===== src/rtl/subservient_dbg_pkg.sv =====
// Constants shared by the subservient serial debug transmitter and receiver:
// frame geometry, field widths and the link FSM state encoding.
package subservient_dbg_pkg;

   localparam int FRAME_LEN = 64;
   localparam int ADR_W     = 32;
   localparam int DAT_W     = 32;
   localparam int BIT_CNT_W = 6;

   typedef enum logic [1:0] {
      ST_IDLE  = 2'd0,
      ST_SHIFT = 2'd1,
      ST_GAP   = 2'd2
   } dbg_state_e;

   // Address occupies the low half so it leaves the shift register first.
   function automatic logic [FRAME_LEN-1:0] frame_pack(input logic [ADR_W-1:0] adr,
                                                       input logic [DAT_W-1:0] dat);
      return {dat, adr};
   endfunction

endpackage


===== src/rtl/subservient_dbg_tx_div.sv =====
// Bit-period divider: tick marks the last cycle of each BIT_DIV-cycle bit period
// and the count restarts whenever a new frame starts.
module subservient_dbg_tx_div #(
   parameter int BIT_DIV = 1
) (
   input  logic clk,
   input  logic rst_n,
   input  logic start,
   input  logic en,
   output logic tick
);

   localparam int               DIV_W    = (BIT_DIV > 1) ? $clog2(BIT_DIV) : 1;
   localparam logic [DIV_W-1:0] DIV_LAST = DIV_W'(BIT_DIV - 1);

   logic [DIV_W-1:0] div_cnt_r;

   // Position of the current cycle inside its bit period
   always_ff @(posedge clk) begin
      if (!rst_n) begin
         div_cnt_r <= '0;
      end else if (start) begin
         div_cnt_r <= '0;
      end else if (en) begin
         if (div_cnt_r == DIV_LAST) begin
            div_cnt_r <= '0;
         end else begin
            div_cnt_r <= div_cnt_r + DIV_W'(1);
         end
      end else begin
         div_cnt_r <= '0;
      end
   end

   assign tick = (div_cnt_r == DIV_LAST);

endmodule


===== src/rtl/subservient_dbg_tx.sv =====
// Serialises a 32-bit address / 32-bit data write command into the 64-bit
// bit-serial frame consumed by the SoC debug receiver.
module subservient_dbg_tx
   import subservient_dbg_pkg::*;
#(
   parameter int BIT_DIV = 1,
   parameter int GAP     = 2
) (
   input  logic             i_clk,
   input  logic             i_rst_n,
   input  logic [ADR_W-1:0] i_cmd_adr,
   input  logic [DAT_W-1:0] i_cmd_dat,
   input  logic             i_cmd_valid,
   output logic             o_cmd_ready,
   output logic             o_dbg_data,
   output logic             o_dbg_valid,
   output logic             o_busy,
   output logic             o_done
);

   localparam logic [BIT_CNT_W-1:0] BIT_LAST = BIT_CNT_W'(FRAME_LEN - 1);
   localparam logic [7:0]           GAP_LAST = 8'(GAP - 1);

   dbg_state_e             state_r, state_s;
   logic [FRAME_LEN-1:0]   shreg_r, shreg_s;
   logic [BIT_CNT_W-1:0]   bit_cnt_r, bit_cnt_s;
   logic [7:0]             gap_cnt_r, gap_cnt_s;
   logic                   cmd_ready_r, busy_r, dbg_data_r, dbg_valid_r, done_r;
   logic                   dbg_data_s, dbg_valid_s, done_s;
   logic                   accept_s, shift_s, tick_s;

   assign accept_s = i_cmd_valid & cmd_ready_r;
   assign shift_s  = (state_r == ST_SHIFT);

   subservient_dbg_tx_div #(
      .BIT_DIV (BIT_DIV)
   ) u_div (
      .clk   (i_clk),
      .rst_n (i_rst_n),
      .start (accept_s),
      .en    (shift_s),
      .tick  (tick_s)
   );

   // Next state, datapath and next values of the registered outputs.
   // Output registers carry the value for the following cycle, so the first bit
   // is presented straight from the command inputs on the accepting edge.
   always_comb begin
      state_s     = state_r;
      shreg_s     = shreg_r;
      bit_cnt_s   = bit_cnt_r;
      gap_cnt_s   = gap_cnt_r;
      dbg_data_s  = 1'b0;
      dbg_valid_s = 1'b0;
      done_s      = 1'b0;
      case (state_r)
         ST_IDLE: begin
            if (accept_s) begin
               state_s     = ST_SHIFT;
               shreg_s     = frame_pack(i_cmd_adr, i_cmd_dat);
               bit_cnt_s   = '0;
               dbg_data_s  = i_cmd_adr[0];
               dbg_valid_s = 1'b1;
            end else begin
               state_s = ST_IDLE;
            end
         end
         ST_SHIFT: begin
            if (tick_s) begin
               if (bit_cnt_r == BIT_LAST) begin
                  done_s    = 1'b1;
                  gap_cnt_s = '0;
                  if (GAP == 0) begin
                     state_s = ST_IDLE;
                  end else begin
                     state_s = ST_GAP;
                  end
               end else begin
                  shreg_s     = {1'b0, shreg_r[FRAME_LEN-1:1]};
                  bit_cnt_s   = bit_cnt_r + BIT_CNT_W'(1);
                  dbg_data_s  = shreg_r[1];
                  dbg_valid_s = 1'b1;
               end
            end else begin
               dbg_data_s = shreg_r[0];
            end
         end
         ST_GAP: begin
            if (gap_cnt_r == GAP_LAST) begin
               state_s = ST_IDLE;
            end else begin
               gap_cnt_s = gap_cnt_r + 8'd1;
            end
         end
         default: begin
            state_s = ST_IDLE;
         end
      endcase
   end

   // State, datapath and output registers
   always_ff @(posedge i_clk) begin
      if (!i_rst_n) begin
         state_r     <= ST_IDLE;
         shreg_r     <= '0;
         bit_cnt_r   <= '0;
         gap_cnt_r   <= '0;
         cmd_ready_r <= 1'b1;
         busy_r      <= 1'b0;
         dbg_data_r  <= 1'b0;
         dbg_valid_r <= 1'b0;
         done_r      <= 1'b0;
      end else begin
         state_r     <= state_s;
         shreg_r     <= shreg_s;
         bit_cnt_r   <= bit_cnt_s;
         gap_cnt_r   <= gap_cnt_s;
         cmd_ready_r <= (state_s == ST_IDLE);
         busy_r      <= (state_s != ST_IDLE);
         dbg_data_r  <= dbg_data_s;
         dbg_valid_r <= dbg_valid_s;
         done_r      <= done_s;
      end
   end

   assign o_cmd_ready = cmd_ready_r;
   assign o_busy      = busy_r;
   assign o_dbg_data  = dbg_data_r;
   assign o_dbg_valid = dbg_valid_r;
   assign o_done      = done_r;

endmodule


===== config.mk =====
export PLATFORM = sky130hd
export DESIGN_NAME = subservient_dbg_tx
export DESIGN_NICKNAME = d
export VERILOG_FILES = /design/src/rtl/subservient_dbg_pkg.sv /design/src/rtl/subservient_dbg_tx_div.sv /design/src/rtl/subservient_dbg_tx.sv
export SDC_FILE = /design/constraint.sdc
export NUM_CORES = 1
export LEC_CHECK = 0
export ABC_CLOCK_PERIOD_IN_PS = 2800
export CAP_MARGIN = 20
export CORE_MARGIN = 1
export CORE_UTILIZATION = 43
export CTS_BUF_LIST = sky130_fd_sc_hd__clkbuf_16
export CTS_CLUSTER_DIAMETER = 50
export DETAILED_ROUTE_END_ITERATION = 10
export HOLD_SLACK_MARGIN = 0.1
export PLACE_DENSITY = 0.69
export SYNTH_ARGS = -nofsm -noshare
export SYNTH_HDL_FRONTEND = slang
export SYNTH_SLANG_ARGS = --single-unit

===== constraint.sdc =====
create_clock -name i_clk -period 2.8 [get_ports i_clk]
set_input_delay 0.56 -clock i_clk [delete_from_list [all_inputs] [get_ports i_clk]]
set_output_delay 0.56 -clock i_clk [all_outputs]
set_load 0.03 [all_outputs]

==> results, run 1 <==
- The number of nets at the end of the flow is about 520.
- The number of different library cells used by synthesis comes to 39.
- Data arrives at the worst endpoint at 2.19 ns.
- The number of hold violations in the final report is 0.
- The global routing usage summed across all routing layers is 0.180.
- The pin count of the biggest net entering global routing is 65.
- The worst hold path terminates at shreg_r[63].
- For this run, design rule violations remaining after detail routing come to 0.
- Row generation in the floorplan step produced 34 rows.
- The repair_antennas step left the layout with diodes totalling 0.
- The number of iterations in the first detailed-routing pass is 4.
- The number of H-tree levels is 3.
- In this run the clock root is driven by a sky130_fd_sc_hd__clkbuf_16.
- The initial DRC count is 158.
- The worst-margin pin slew is between 0.5 and 0.6 ns.
- The height of the die is just under 100 um.
- After detailed routing, the number of vias per cell comes to approximately 5.6.
- The run finished with clean final reports.
- The area added between synthesis and finish is 27.0%.
- The post-CTS setup repair buffer count is 0.
- The worst register-to-register path has a depth of 5.
- During synthesis, Yosys emitted a total of 0 warnings.
- By count the netlist is led by 86 x sky130_fd_sc_hd__dfxtp_1, 68 x sky130_fd_sc_hd__a21oi_1, 64 x sky130_fd_sc_hd__o31ai_1, 62 x sky130_fd_sc_hd__mux2i_1.
- After filler insertion, the fill cell instance count of the layout stands at 795.
- Yosys mapped a number of flops with a built-in enable equal to 0.
- After synthesis, the mean cell area works out to between 9 and 10 sq um.
- The detail route stage leaves a number of antenna-violating nets equal to 0.
- The clock sink count is 86.
- The clock insertion delay at the later pin of the skew report is around 0.33 ns.
- Synthesis handed over a netlist of 398 instances.
- At the end of routability-driven placement, the weighted congestion stood at ~0.75.
- The critical register-to-register path endpoint is shreg_r[46].
- The min-delay analysis places its worst path in the category reg2reg.
- The number of stages on the worst hold path is 2.
- For this design the ratio of total power to cell area is around 660 mW/mm^2.
- The count of final max-slew check failures is 0.
- The clock transition at the registers of the reported paths is about 0.060 ns.
- Detailed placement ended at an HPWL of 5170 um.
- The final critical-path share of the clock period is 0.688.
- Of all cell types, the one taking the most synthesized area is sky130_fd_sc_hd__dfxtp_1.
- The worst relative slew slack is 0.625.
- The via count of the first global-routing pass came to 2,979.
- The worst-case vdd ir drop is 0.414 mV.
- The worst register-to-register path begins at state_r[0].
- In the post-synthesis netlist, the cell with the most instances is sky130_fd_sc_hd__dfxtp_1.
- Counting every net in the synthesized netlist gives approximately 470.
- For this configuration, the core starts out at a cell density of 0.446.
- The startpoint type of the worst setup path is a flop.
- The critical path in this run is classified as reg2reg.
- Global routing finished with a remaining overflow of 0.
- Counting flops and latches in the post-synthesis netlist gives between 80 and 90.
- The startpoint of the most critical hold path is shreg_r[63].
- Setup violations remaining at the end of the flow were counted as 0.
- The number of buffers inserted during clock tree synthesis is 9.
- In this run the worst path has a maximum fanout of 55.
- The number of placed I/O pins is 72.
- The mapped netlist covers approximately 0.0039 sq mm.
- The fraction of final layout cells sized beyond drive strength 1 is 0.0727.
- The post-cts sizing count is 0.
- The clock tree skew after final layout is 0.00625 ns.
- The total die area is approximately 0.0095 sq mm.
- For this design, the CTS-stage hold fixing added 0 buffers.
- The average wire per standard cell is approximately 15 um.
- The worst setup path is captured at a flop.
- Data on the critical path is required at its endpoint by approximately 3.1 ns.
- The number of port buffers is 71.
- The share of the Yosys chip area taken by registers is 0.441.
- TritonCTS built the clock tree.
- The final core utilization is 0.566.
- Yosys attributes the largest share of cell area to sky130_fd_sc_hd__dfxtp_1 44%, sky130_fd_sc_hd__mux2i_1 16%, sky130_fd_sc_hd__o31ai_1 12%.
- The largest buffer count on any clock path is 2.
- The core region is a little under 0.009 sq mm.
- The post-layout minimum cycle time is a little under 2 ns.
- The total wire length after detailed routing is about 8400 um.
- The via count is about 3,200.
- The leakage power is roughly 2.2 nW.
- The number of maximum-capacitance violations is 0.
- The area fraction of the dominant cell type after synthesis is 0.441.
- In the synthesized netlist the dominant register cell turns out to be sky130_fd_sc_hd__dfxtp_1.
- For this run, the top clock speed supported by timing is between 500 and 600 MHz.
- The setup slack on the worst flop-to-flop path is a little under 0.9 ns.
- The share of flip-flops with an asynchronous set or reset after synthesis is 0.
- The first global-routing pass estimated ~14,000 um of wire.
- Setup repair after global routing left no endpoint under its margin.
- The number of antenna violations at the first check in global routing is 0.
- The width of the die is between 90 and 100 um.
- In the final timing run, aggregate negative setup slack is 0 ns.
## worst max-delay path: stages (launching register included)
cell and delay (ns):
sky130_fd_sc_hd__dfxtp_1 0.51, sky130_fd_sc_hd__nor3b_2 0.41, sky130_fd_sc_hd__o21a_2 0.35, sky130_fd_sc_hd__buf_12 0.29, sky130_fd_sc_hd__o31ai_1 0.11, sky130_fd_sc_hd__a21oi_1 0.14
## layout make-up
class,instances,area (sq um),share of cell area
timing repair buffer,78,783,0.158
clock buffer,9,225,0.0454
multi-input combinational,272,1980,0.399
sequential,86,1720,0.347
inverter,4,15.0,0.00303
tap,108,135,0.0272
clock inverter,5,100,0.0202
## power breakdown
part           total, mW  internal [mW]  leakage (nW)  switching (mW)
Combinational      0.532          0.263          1.32           0.269
Clock               1.31          0.858         0.161           0.455
Sequential          1.42           1.35         0.709          0.0668
Total               3.26           2.47          2.19           0.791
## how the worst max path moves through the flow
stage,startpoint,end,slack (ns),cells after the start
finish,state_r[0],shreg_r[46],0.87,5
global route,state_r[0],shreg_r[47],0.68,5
CTS,bit_cnt_r[0],gap_cnt_r[3],0.87,5
detailed placement,i_cmd_valid,shreg_r[63],0.79,5
global placement,i_cmd_valid,shreg_r[63],0.79,5
floorplan,gap_cnt_r[0],gap_cnt_r[1],1.10,5
## layer usage
metal | routed length [um] | part of all wire | GRT usage
met5 | 0 | 0 | 0
met2 | 3850 | 0.46 | 0.284
met4 | 82 | 0.0098 | 0.0486
met3 | 400 | 0.048 | 0.0482
met1 | 4030 | 0.48 | 0.242
## per-stage QoR
step           std cells  hold slack [ns]  cell area (sq um)  total power, mW  setup WS, ns
2_1_floorplan        398            0.435               3910             1.79          1.10
3_3_place_gp         548            0.455               4630             1.96         0.792
3_5_place_dp         548            0.465               4630             1.97         0.794
4_1_cts              562            0.474               4960             3.30         0.872
5_1_grt              562            0.490               4960             3.41         0.681
6_report             562            0.468               4960             3.26         0.872
## placed cells by master (no fill, tap or decap), types with 4 or more instances in the layout
cell                              synthesis  final
sky130_fd_sc_hd__a21oi_1                 68     68
sky130_fd_sc_hd__buf_4                    1      5
sky130_fd_sc_hd__clkbuf_16                0      9
sky130_fd_sc_hd__clkdlybuf4s50_1          0     70
sky130_fd_sc_hd__dfxtp_1                 86     86
sky130_fd_sc_hd__inv_1                    4      4
sky130_fd_sc_hd__mux2i_1                 62     62
sky130_fd_sc_hd__nand2_1                 11     10
sky130_fd_sc_hd__nand3_1                  8      8
sky130_fd_sc_hd__nor2_1                  15     15
sky130_fd_sc_hd__o31ai_1                 64     64
sky130_fd_sc_hd__xor2_1                   6      6
## state kept, by name, indices dropped and copies added (netlist names)
signal / cells
state_r: 2
o_done: 1
shreg_r: 64
o_cmd_ready: 1
o_dbg_data: 1
o_busy: 1
bit_cnt_r: 6
u_div.div_cnt_r: 1
o_dbg_valid: 1
gap_cnt_r: 8
## cells by family (layout without fill, tap and decap cells)
| logic type | Yosys count | in the layout | share of synthesized area |
|---|---|---|---|
| multiplexers | 63 | 63 | 0.162 |
| other | 1 | 1 | 0.000960 |
| flip-flops | 86 | 86 | 0.441 |
| AND/OR/NAND/NOR | 52 | 52 | 0.0730 |
| adder cells (fa/ha/maj) | 3 | 3 | 0.00961 |
| AO/OA/AOI/OAI | 144 | 144 | 0.238 |
| buffers and inverters | 40 | 96 | 0.0557 |
| XOR/XNOR | 9 | 9 | 0.0202 |
(Power assumes the default switching activity.)
==> run 2: changes to the inputs <==
ABC_CLOCK_PERIOD_IN_PS = 1840   (was 2800)
clock period = 1.84 ns   (was 2.8 ns; I/O delays follow)
==> run 2 against run 1 <==
Effect of this change:
- sequential cell count unchanged
- global-route usage grew 0.15 points
- clock power is 34% higher
- final cell count grew 2.0%
- maximum frequency up 7.0%
- worst setup slack got worse by 0.83 ns
- cell area up 2.0%
- first-iteration DRC count down 20%
- sequential power increased by 52%
- via count is 0.16% higher
- register-to-register slack got worse by 0.83 ns
- critical endpoint is now gap_cnt_r[1]
- highest routed layer unchanged
==> results, run 2 (synthesis results as in run 1) <==
- The initial utilization of the core area, before any placement, comes to 0.446.
- The area of combinational cells with multiple inputs is approximately 0.0020 sq mm.
- In the final layout, the share of cells above drive strength 1 is 0.101.
- Setup repair after global routing could not meet its margin everywhere.
- The via count is ~3,200.
- TritonCTS built the clock tree.
- The core area is a little under 0.009 sq mm.
- In this run the tool buffered the top-level ports with 71 buffer cells.
- The pin count of the biggest net entering global routing is 39.
- The count of cells in the finished layout, fillers not included, comes to ~570.
- The data required time at the worst endpoint is roughly 2.1 ns.
- In the post-route analysis, the smallest setup slack over all paths is about 0.038 ns.
- The number of iterations in the first detailed-routing pass is 5.
- The startpoint type of the worst setup path is a flop.
- After filler insertion, the fill cell instance count of the layout stands at around 760.
- The worst hold-check path type is in2reg.
- The floorplan step set the die height to between 90 and 100 um.
- The largest register by flop count is shreg_r.
- After detailed routing, the number of remaining DRC violations is 0.
- The number of antenna violations at the first check in global routing is 1.
- The overall power of the completed layout is approximately 4.8 mW.
- The net count of the finished layout is about 530.
- The H-tree was split into 3 levels.
- Summed over all failing endpoints, the final setup total negative slack is 0 ns.
- slightly above 70 I/O pins were placed.
- The critical path is of the reg2reg type.
- In this run, CTS created clock tree buffers numbering 9.
- The worst relative slew slack is 0.646.
- The number of placement rows is 34.
- The clock insertion delay at the later pin of the skew report is between 0.3 and 0.4 ns.
- The placer's final routability congestion estimate is around 0.87.
- Derived from the worst setup path, the maximum achievable clock frequency is roughly 550 MHz.
- The post-layout minimum cycle time is about 1.8 ns.
- The final critical-path share of the clock period is 0.980.
- From synthesis to final layout, the design area changed by 29.5%.
- The remaining global-route overflow is 0.
- The die covers 0.00947 sq mm.
- The register with the most flip-flops in the layout has 64 of them.
- After detailed routing, the total wire length is approximately 8600 um.
- Across the VDD grid, the largest voltage drop is between 0.5 and 0.6 mV.
- The buffer cell driving the clock tree root is sky130_fd_sc_hd__clkbuf_16.
- Across the whole layout, storage elements account for between 0.0015 and 0.002 sq mm.
- The number of hold violations in the final report is 0.
- The number of maximum-capacitance violations is 0.
- In this run the power density over the cells is ~950 mW/mm^2.
- The average wire per standard cell is about 15 um.
- Before CTS, the worst setup slack after placement is around 0.006 ns.
- The first global-routing pass estimated roughly 14,000 um of wire.
- Setup violations remaining at the end of the flow were counted as 0.
- The worst-margin pin slew is ~0.52 ns.
- STA classifies the critical path endpoint as a flop.
- The via count of the first global-routing pass is around 3,000.
- The most frequent standard cell in the layout excluding fill and tap cells is sky130_fd_sc_hd__dfxtp_1.
- In this run the remaining antenna-violating nets after routing total 0.
- The global routing usage summed across all routing layers is 0.181.
- In this run the worst path has a maximum fanout of 4.
- The largest buffer count on any clock path is 2.
- After the first detailed-routing iteration, the DRC count stood at roughly 130.
- The count of final max-slew check failures was 0.
- At the worst endpoint, the arrival time is 2.06 ns.
- In the routed layout, each cell is associated on average with a via count of 5.51.
- The flow ran to the end, and the final reports show no timing, DRC or antenna violations.
- The width of the die is slightly below 100 um.
- The delay of the slowest cell on the worst path is 0.48 ns.
- The leakage power is approximately 2.2 nW.
- In the final layout, the registers with the most flip-flops are shreg_r: 64 flops, gap_cnt_r: 8 flops, bit_cnt_r: 6 flops.
- The critical path goes through inv_2, ha_1, or4b_4, o41ai_4, mux2_4, nor2_1.
- After clock tree synthesis, the clock-pin slew on the worst setup and hold paths is approximately 0.06 ns.
- The slowest stage of the critical path belongs to the cell sky130_fd_sc_hd__or4b_4.
- The clock sink count is 86.
- The instance count after placement with tap cells included is between 500 and 600.
- The library cells used most frequently in the layout, excluding fill and tap cells, are 84 x sky130_fd_sc_hd__dfxtp_1, 70 x sky130_fd_sc_hd__clkdlybuf4s50_1, 68 x sky130_fd_sc_hd__a21oi_1.
- The clock tree skew after final layout is around 0.0069 ns.
- Detailed placement finished with a half-perimeter wire length of approximately 5600 um.
## run 2: what timing repair did
| item | CTS | global route |
|---|---|---|
| hold buffers | 0 | 0 |
| pin swaps | 0 | 2 |
| setup buffers | 0 | 0 |
| cloned | 0 | 0 |
| setup endpoints to repair | 1 | 9 |
| resized for setup | 1 | 4 |
## run 2: worst paths after layout
| check | cells past startpoint | slack [ns] | from | endpoint |
|---|---|---|---|---|
| worst max-delay path | 6 | 0.04 | gap_cnt_r[1] | gap_cnt_r[1] |
| worst min-delay path | 3 | 0.44 | i_rst_n | gap_cnt_r[1] |
| worst max register to register | 6 | 0.04 | gap_cnt_r[1] | gap_cnt_r[1] |
| worst min register to register | 2 | 0.46 | shreg_r[63] | shreg_r[63] |
## run 2: critical path: cells and delay by family (launching register included)
kind            cells  cell delay [ns]
flops               1             0.33
mux                 1             0.33
fa+ha+maj           1             0.14
buf+inv             1             0.06
simple gates        2             0.55
compound gates      1             0.32
## run 2: routing by layer
metal  wire, um  track usage  share of wire
met5          0            0              0
met2       3930        0.279           0.46
met4        104       0.0724          0.012
met3        341       0.0302          0.040
met1       4230        0.253           0.49
## run 2: report_power, final
part	switching [mW]	internal, mW
Sequential	0.102	2.06
Combinational	0.426	0.447
Clock	0.717	1.04
## run 2: metrics by stage
| step | hold slack [ns] | cell area [sq um] | utilization |
|---|---|---|---|
| floorplan | 0.435 | 3910 | - |
| global placement | 0.449 | 4760 | 0.543 |
| detailed placement | 0.451 | 4760 | 0.543 |
| CTS | 0.452 | 5050 | 0.577 |
| global route | 0.454 | 5060 | 0.577 |
| finish | 0.439 | 5060 | 0.577 |
## run 2: layout make-up
| type | instances | share of cell area |
|---|---|---|
| Tap cell | 108 | 0.0267 |
| Sequential cell | 86 | 0.341 |
| Inverter | 4 | 0.00297 |
| Timing Repair Buffer | 86 | 0.179 |
| Multi-Input combinational cell | 272 | 0.392 |
| Clock inverter | 7 | 0.0131 |
| Clock buffer | 9 | 0.0445 |
| Antenna cell | 1 | 0.000495 |
